$ cat src/rtl/divider_pkg.sv
// Shared definitions for the sequential restoring divider: FSM state encoding and
// iteration-counter sizing.
package divider_pkg;

  typedef enum logic [1:0] {
    StIdle = 2'd0,
    StCalc = 2'd1,
    StDone = 2'd2
  } state_e;

  // Counter must hold 0..2*n so the final iteration index is representable.
  function automatic int unsigned cnt_width(input int unsigned n);
    return $clog2(2 * n + 1);
  endfunction

endpackage

$ cat src/rtl/n_bit_adder.sv
// Ripple-style N_BITS-wide adder with carry in/out; shared arithmetic building block.
module n_bit_adder #(
  parameter int unsigned N_BITS = 4
) (
  input  logic [N_BITS-1:0] a,
  input  logic [N_BITS-1:0] b,
  input  logic              c_in,
  output logic [N_BITS-1:0] sum,
  output logic              c_out
);

  logic [N_BITS:0] full;

  assign full  = {1'b0, a} + {1'b0, b} + {{N_BITS{1'b0}}, c_in};
  assign sum   = full[N_BITS-1:0];
  assign c_out = full[N_BITS];

endmodule

$ cat src/rtl/divider.sv
// Sequential restoring divider: 2*N_BITS dividend by N_BITS divisor, one quotient bit
// per cycle, start/done handshake with results held until the next accepted start.
module divider
  import divider_pkg::*;
#(
  parameter int unsigned N_BITS = 4
) (
  input  logic                  i_clk,
  input  logic                  i_rst_n,
  input  logic                  i_start,
  input  logic [2*N_BITS-1:0]   i_dividend,
  input  logic [N_BITS-1:0]     i_divisor,
  output logic                  o_busy,
  output logic                  o_done,
  output logic [2*N_BITS-1:0]   o_quotient,
  output logic [N_BITS-1:0]     o_remainder,
  output logic                  o_div_by_zero
);

  localparam int unsigned QW = 2 * N_BITS;
  localparam int unsigned CW = cnt_width(N_BITS);
  localparam logic [CW-1:0] LastCnt = CW'(QW - 1);
  localparam logic [CW-1:0] CntOne  = CW'(1);

  state_e            state_q;
  logic [QW-1:0]     quo_q;
  logic [N_BITS:0]   rem_q;
  logic [N_BITS-1:0] dvs_q;
  logic [CW-1:0]     cnt_q;

  logic [N_BITS:0]   rem_sh;
  logic [N_BITS:0]   trial;
  logic              no_borrow;
  logic [N_BITS:0]   rem_nxt;
  logic [QW-1:0]     quo_nxt;

  // rem_q never exceeds the divisor, so dropping its top bit on the shift loses nothing.
  assign rem_sh = (N_BITS + 1)'({rem_q, quo_q[QW-1]});

  // rem_sh + ~divisor + 1 == rem_sh - divisor; carry out set means no borrow.
  n_bit_adder #(
    .N_BITS (N_BITS + 1)
  ) u_trial (
    .a     (rem_sh),
    .b     (~{1'b0, dvs_q}),
    .c_in  (1'b1),
    .sum   (trial),
    .c_out (no_borrow)
  );

  always_comb begin
    rem_nxt = rem_sh;
    quo_nxt = {quo_q[QW-2:0], 1'b0};
    if (no_borrow) begin
      rem_nxt    = trial;
      quo_nxt[0] = 1'b1;
    end
  end

  always_ff @(posedge i_clk or negedge i_rst_n) begin
    if (!i_rst_n) begin
      state_q       <= StIdle;
      quo_q         <= '0;
      rem_q         <= '0;
      dvs_q         <= '0;
      cnt_q         <= '0;
      o_busy        <= 1'b0;
      o_done        <= 1'b0;
      o_quotient    <= '0;
      o_remainder   <= '0;
      o_div_by_zero <= 1'b0;
    end else begin
      o_done <= 1'b0;
      unique case (state_q)
        StIdle: begin
          if (i_start) begin
            o_busy <= 1'b1;
            if (i_divisor != '0) begin
              quo_q         <= i_dividend;
              rem_q         <= '0;
              dvs_q         <= i_divisor;
              cnt_q         <= '0;
              o_div_by_zero <= 1'b0;
              state_q       <= StCalc;
            end else begin
              o_quotient    <= '1;
              o_remainder   <= i_dividend[N_BITS-1:0];
              o_div_by_zero <= 1'b1;
              o_done        <= 1'b1;
              state_q       <= StDone;
            end
          end
        end
        StCalc: begin
          quo_q <= quo_nxt;
          rem_q <= rem_nxt;
          cnt_q <= cnt_q + CntOne;
          if (cnt_q == LastCnt) begin
            o_quotient  <= quo_nxt;
            o_remainder <= rem_nxt[N_BITS-1:0];
            o_done      <= 1'b1;
            state_q     <= StDone;
          end
        end
        StDone: begin
          o_busy  <= 1'b0;
          state_q <= StIdle;
        end
        default: state_q <= StIdle;
      endcase
    end
  end

endmodule

$ cat config.mk
export PLATFORM = sky130hd
export DESIGN_NAME = divider
export DESIGN_NICKNAME = d
export VERILOG_FILES = /design/src/rtl/divider_pkg.sv /design/src/rtl/n_bit_adder.sv /design/src/rtl/divider.sv
export SDC_FILE = /design/constraint.sdc
export NUM_CORES = 1
export LEC_CHECK = 0
export CORE_MARGIN = 8
export CORE_UTILIZATION = 52
export CTS_CLUSTER_DIAMETER = 30
export DETAILED_ROUTE_END_ITERATION = 16
export GPL_TIMING_DRIVEN = 0
export PLACE_DENSITY_LB_ADDON = 0.15
export SYNTH_ARGS = -nofsm -noshare
export SYNTH_HDL_FRONTEND = slang
export SYNTH_SLANG_ARGS = --single-unit
$ cat constraint.sdc
create_clock -name i_clk -period 1.92 [get_ports i_clk]
set_input_delay 0.192 -clock i_clk [delete_from_list [all_inputs] [get_ports i_clk]]
set_output_delay 0.192 -clock i_clk [all_outputs]
set_load 0.05 [all_outputs]
==> results.toml <==
[run_status]
status = "finished, violations left"
violations = "setup timing"

[worst_setup_path]
critPathLaunchType = "flip-flop"
path_class = "reg2reg"
critPathMaxFanout = 3
slowest_stage = "dfrtp_1"
crit_path_end_kind = "flip-flop"
crit_required_ps = 2160
critical_path.cell_chain = "inv_2, ha_1, inv_1, fa_1, xnor2_1, o21ai_0, o211ai_1, a31oi_1"
cp_num_buf_inv = 2
r2r_setup_slack_ps = -20
r2r_end = "o_remainder[2]$_DFFE_PN0P_"
worst_r2r_path_depth = 8
critical_path.max_stage_delay_ps = 390
rr_startpoint = "quo_q[7]$_DFFE_PN0P_"
cp_data_arrival_time_ps = 2180
cp_top_family = "adder cells"

[timing]
setup_ws_ps = -23.0
relSlewSlack_pct = 45.7
period_share_pct = 101
finalSetupViolations = 1
drv_slew = 0
hold_violations = 0
worstMarginPinSlew_ps = 814
final.setup_skew_ps = 13.0
rsz0062_at_grt = "yes"
fmax_mhz = 515
finalCriticalPeriod_ps = 1940

[power]
power_density_nw_per_um2 = 1900
switching_share_pct = 44.5
switching_power_mw = 1.91
ir_drop_mv = 1.04
p_leak_nw = 0.956
internal_power_mw = 2.38
p_clk_share_pct = 13.6
total_power_mw = 4.28
p_seq_share_pct = 31.7
p_comb_share_pct = 54.8

[die]
ios = 30
start_util_pct = 53.0
die-width_um = 73.8
die_area_sq_um = 5450
rows = 21
core_area_sq_um = 3280
die_h_um = 73.8

[clock_tree]
path_clk_slew_ps = 120
cts_root_buf = "clkbuf_4"
cts_tree = "built"
cts_buffers = 5
cts.path.max_buffers = 2
cts-htree-levels = 2
cts_sinks = 37
clock_latency_ps = 350

[detailed_routing]
drt_pass1_iterations = 4
via_per_inst = 5.45
wl_per_cell_um = 16.3
wl_mm = 4.15
drc = 0
drt_iter0_markers = 101
via_count = 1390
ant_nets = 0

[layout]
regArea_sq_um = 926
multi_input_area_sq_um = 800
drive_gt1_share_pct = 16.7
nNetsFinal = 229
area_delta_synth_final_pct = 29.5
final_area_sq_um = 2250
antenna-diode-count = 0
num-fill-cells = 255

[placement]
hpwl_mm = 2.87
port-buffer-count = 29
placed_area_sq_um = 2080
routabilityCongestion = 0.874

[logic_synthesis]
netlist_instances = 167
synth_edf_count = 0
ys_ff_latch = 37
ys_async_sr_fraction_pct = 100
synth-main-ff-cell = "dfrtp_1"
yosysMostFrequentCell = "dfrtp_1"
synth_top_area_share_pct = 53.2
syn_nets = 188
avgSynthCellArea_sq_um = 10.4
synth_cell_types = 39
synth_commonest_cells = "dfrtp_1 (37), nor2_1 (24), nand2_1 (17), a21oi_1 (16), o21ai_0 (9)"
ys_seq_area_share_pct = 53.2
ys_warn_count = 0
yosys.area.top_type = "dfrtp_1"
synth_area_leaders = "dfrtp_1 (53%), nor2_1 (5.2%), a21oi_1 (4.6%)"
synth_area_sq_um = 1740

[job]
drv_cap = 0

[global_routing]
gr-total-overflow = 0
antenna_found_initial = 0
grtUsageTotal_pct = 15.9
grt_pass1_wl_mm = 6.66
grt_pass1_vias = 1431
grt_max_degree = 38

[hold_path]
whs_path_depth = 3
min_path_type = "in2reg"
whs_endpoint = "o_remainder[1]$_DFFE_PN0P_"
holdCritStartpoint = "i_dividend[1]"
## through the flow
stage	instances	hold slack, ps	util, %	TNS [ps]	setup WS, ps
2_1_floorplan	167	-104	-	0	171
3_3_place_gp	242	479	63.5	-5710	-128
3_5_place_dp	242	328	63.4	-1610	-125
4_1_cts	251	441	66.6	0	34.7
5_1_grt	255	467	68.6	-193	-117
6_report	255	450	68.6	-23.0	-23.0
## layout make-up
type	instances	area share [%]
Buffer	6	1.44
Clock buffer	6	2.28
Clock inverter	2	1.67
Inverter	6	1.00
Multi-Input combinational cell	118	35.5
Sequential cell	37	41.1
Tap cell	46	2.56
Timing Repair Buffer	34	14.4
## cells in the final DEF (no fill, tap or decap), types with 5 or more instances in the layout
cell and count:
nand2_1 17, mux2_2 5, a21oi_1 16, clkdlybuf4s50_1 28, o21ai_0 8, clkbuf_4 5, nor2_1 24, mux2i_1 7
dfrtp_1 37
## sequential cells by signal, indices dropped and copies added, names as in the netlist, 2 cells and up
name / cells
o_quotient: 8
dvs_q: 4
state_q: 2
o_remainder: 4
cnt_q: 4
rem_q: 4
quo_q: 8
## metal layers
metal  global-route usage [%]  vias to the layer above  wire length [um]
met5                        0                        -                 0
met4                     6.65                        0                42
met3                     3.82                        6               169
met2                     27.3                       26              2180
met1                     18.2                      695              1750
li1                         -                      663                 -
## worst register-to-register path, cell delays in order, from the launching register on
cell and delay (ps):
dfrtp_1 390, inv_2 110, ha_1 240, inv_1 80, fa_1 380, xnor2_1 210
o21ai_0 150, o211ai_1 160, a31oi_1 120
## logic make-up (layout without fill, tap and decap cells)
family	Yosys count	after routing	synth area share, %
AND/OR/NAND/NOR	58	58	16.0
flip-flops	37	37	53.2
multiplexers	12	12	7.27
AO/OA/AOI/OAI	40	40	14.5
XOR/XNOR	2	2	1.01
adder cells (fa/ha/maj)	6	6	4.75
buffers and inverters	12	54	3.17
## power groups by stage
stage	Combinational, mW	Sequential [mW]	Clock [mW]
final	2.35	1.36	0.582
after global routing	2.55	1.40	0.616
after CTS	2.11	1.34	0.591
after detailed placement	2.08	1.36	0
after global placement	2.01	1.33	0
after floorplan	1.08	1.74	0
## worst max-delay path by stage
stage	start	endpoint	slack [ps]	depth (start not counted)
finish	quo_q[7]$_DFFE_PN0P_	o_remainder[2]$_DFFE_PN0P_	-20	8
global route	quo_q[7]$_DFFE_PN0P_	o_remainder[2]$_DFFE_PN0P_	-120	8
CTS	rem_q[0]$_DFFE_PN0P_	o_remainder[0]$_DFFE_PN0P_	30	6
detailed placement	i_divisor[1]	o_quotient[0]$_DFFE_PN0P_	-120	7
global placement	i_rst_n	o_quotient[5]$_DFFE_PN0P_	-130	1
floorplan	rem_q[0]$_DFFE_PN0P_	o_remainder[0]$_DFFE_PN0P_	170	6
## repair_timing
item / 4_1_cts / 5_1_grt
setup buffers: 0 / 4
hold endpoints to repair: 37 / 0
resized for setup: 1 / 9
pin swaps: 0 / 5
hold buffers: 1 / 0
setup endpoints to repair: 1 / 12
(Power assumes the default switching activity.)
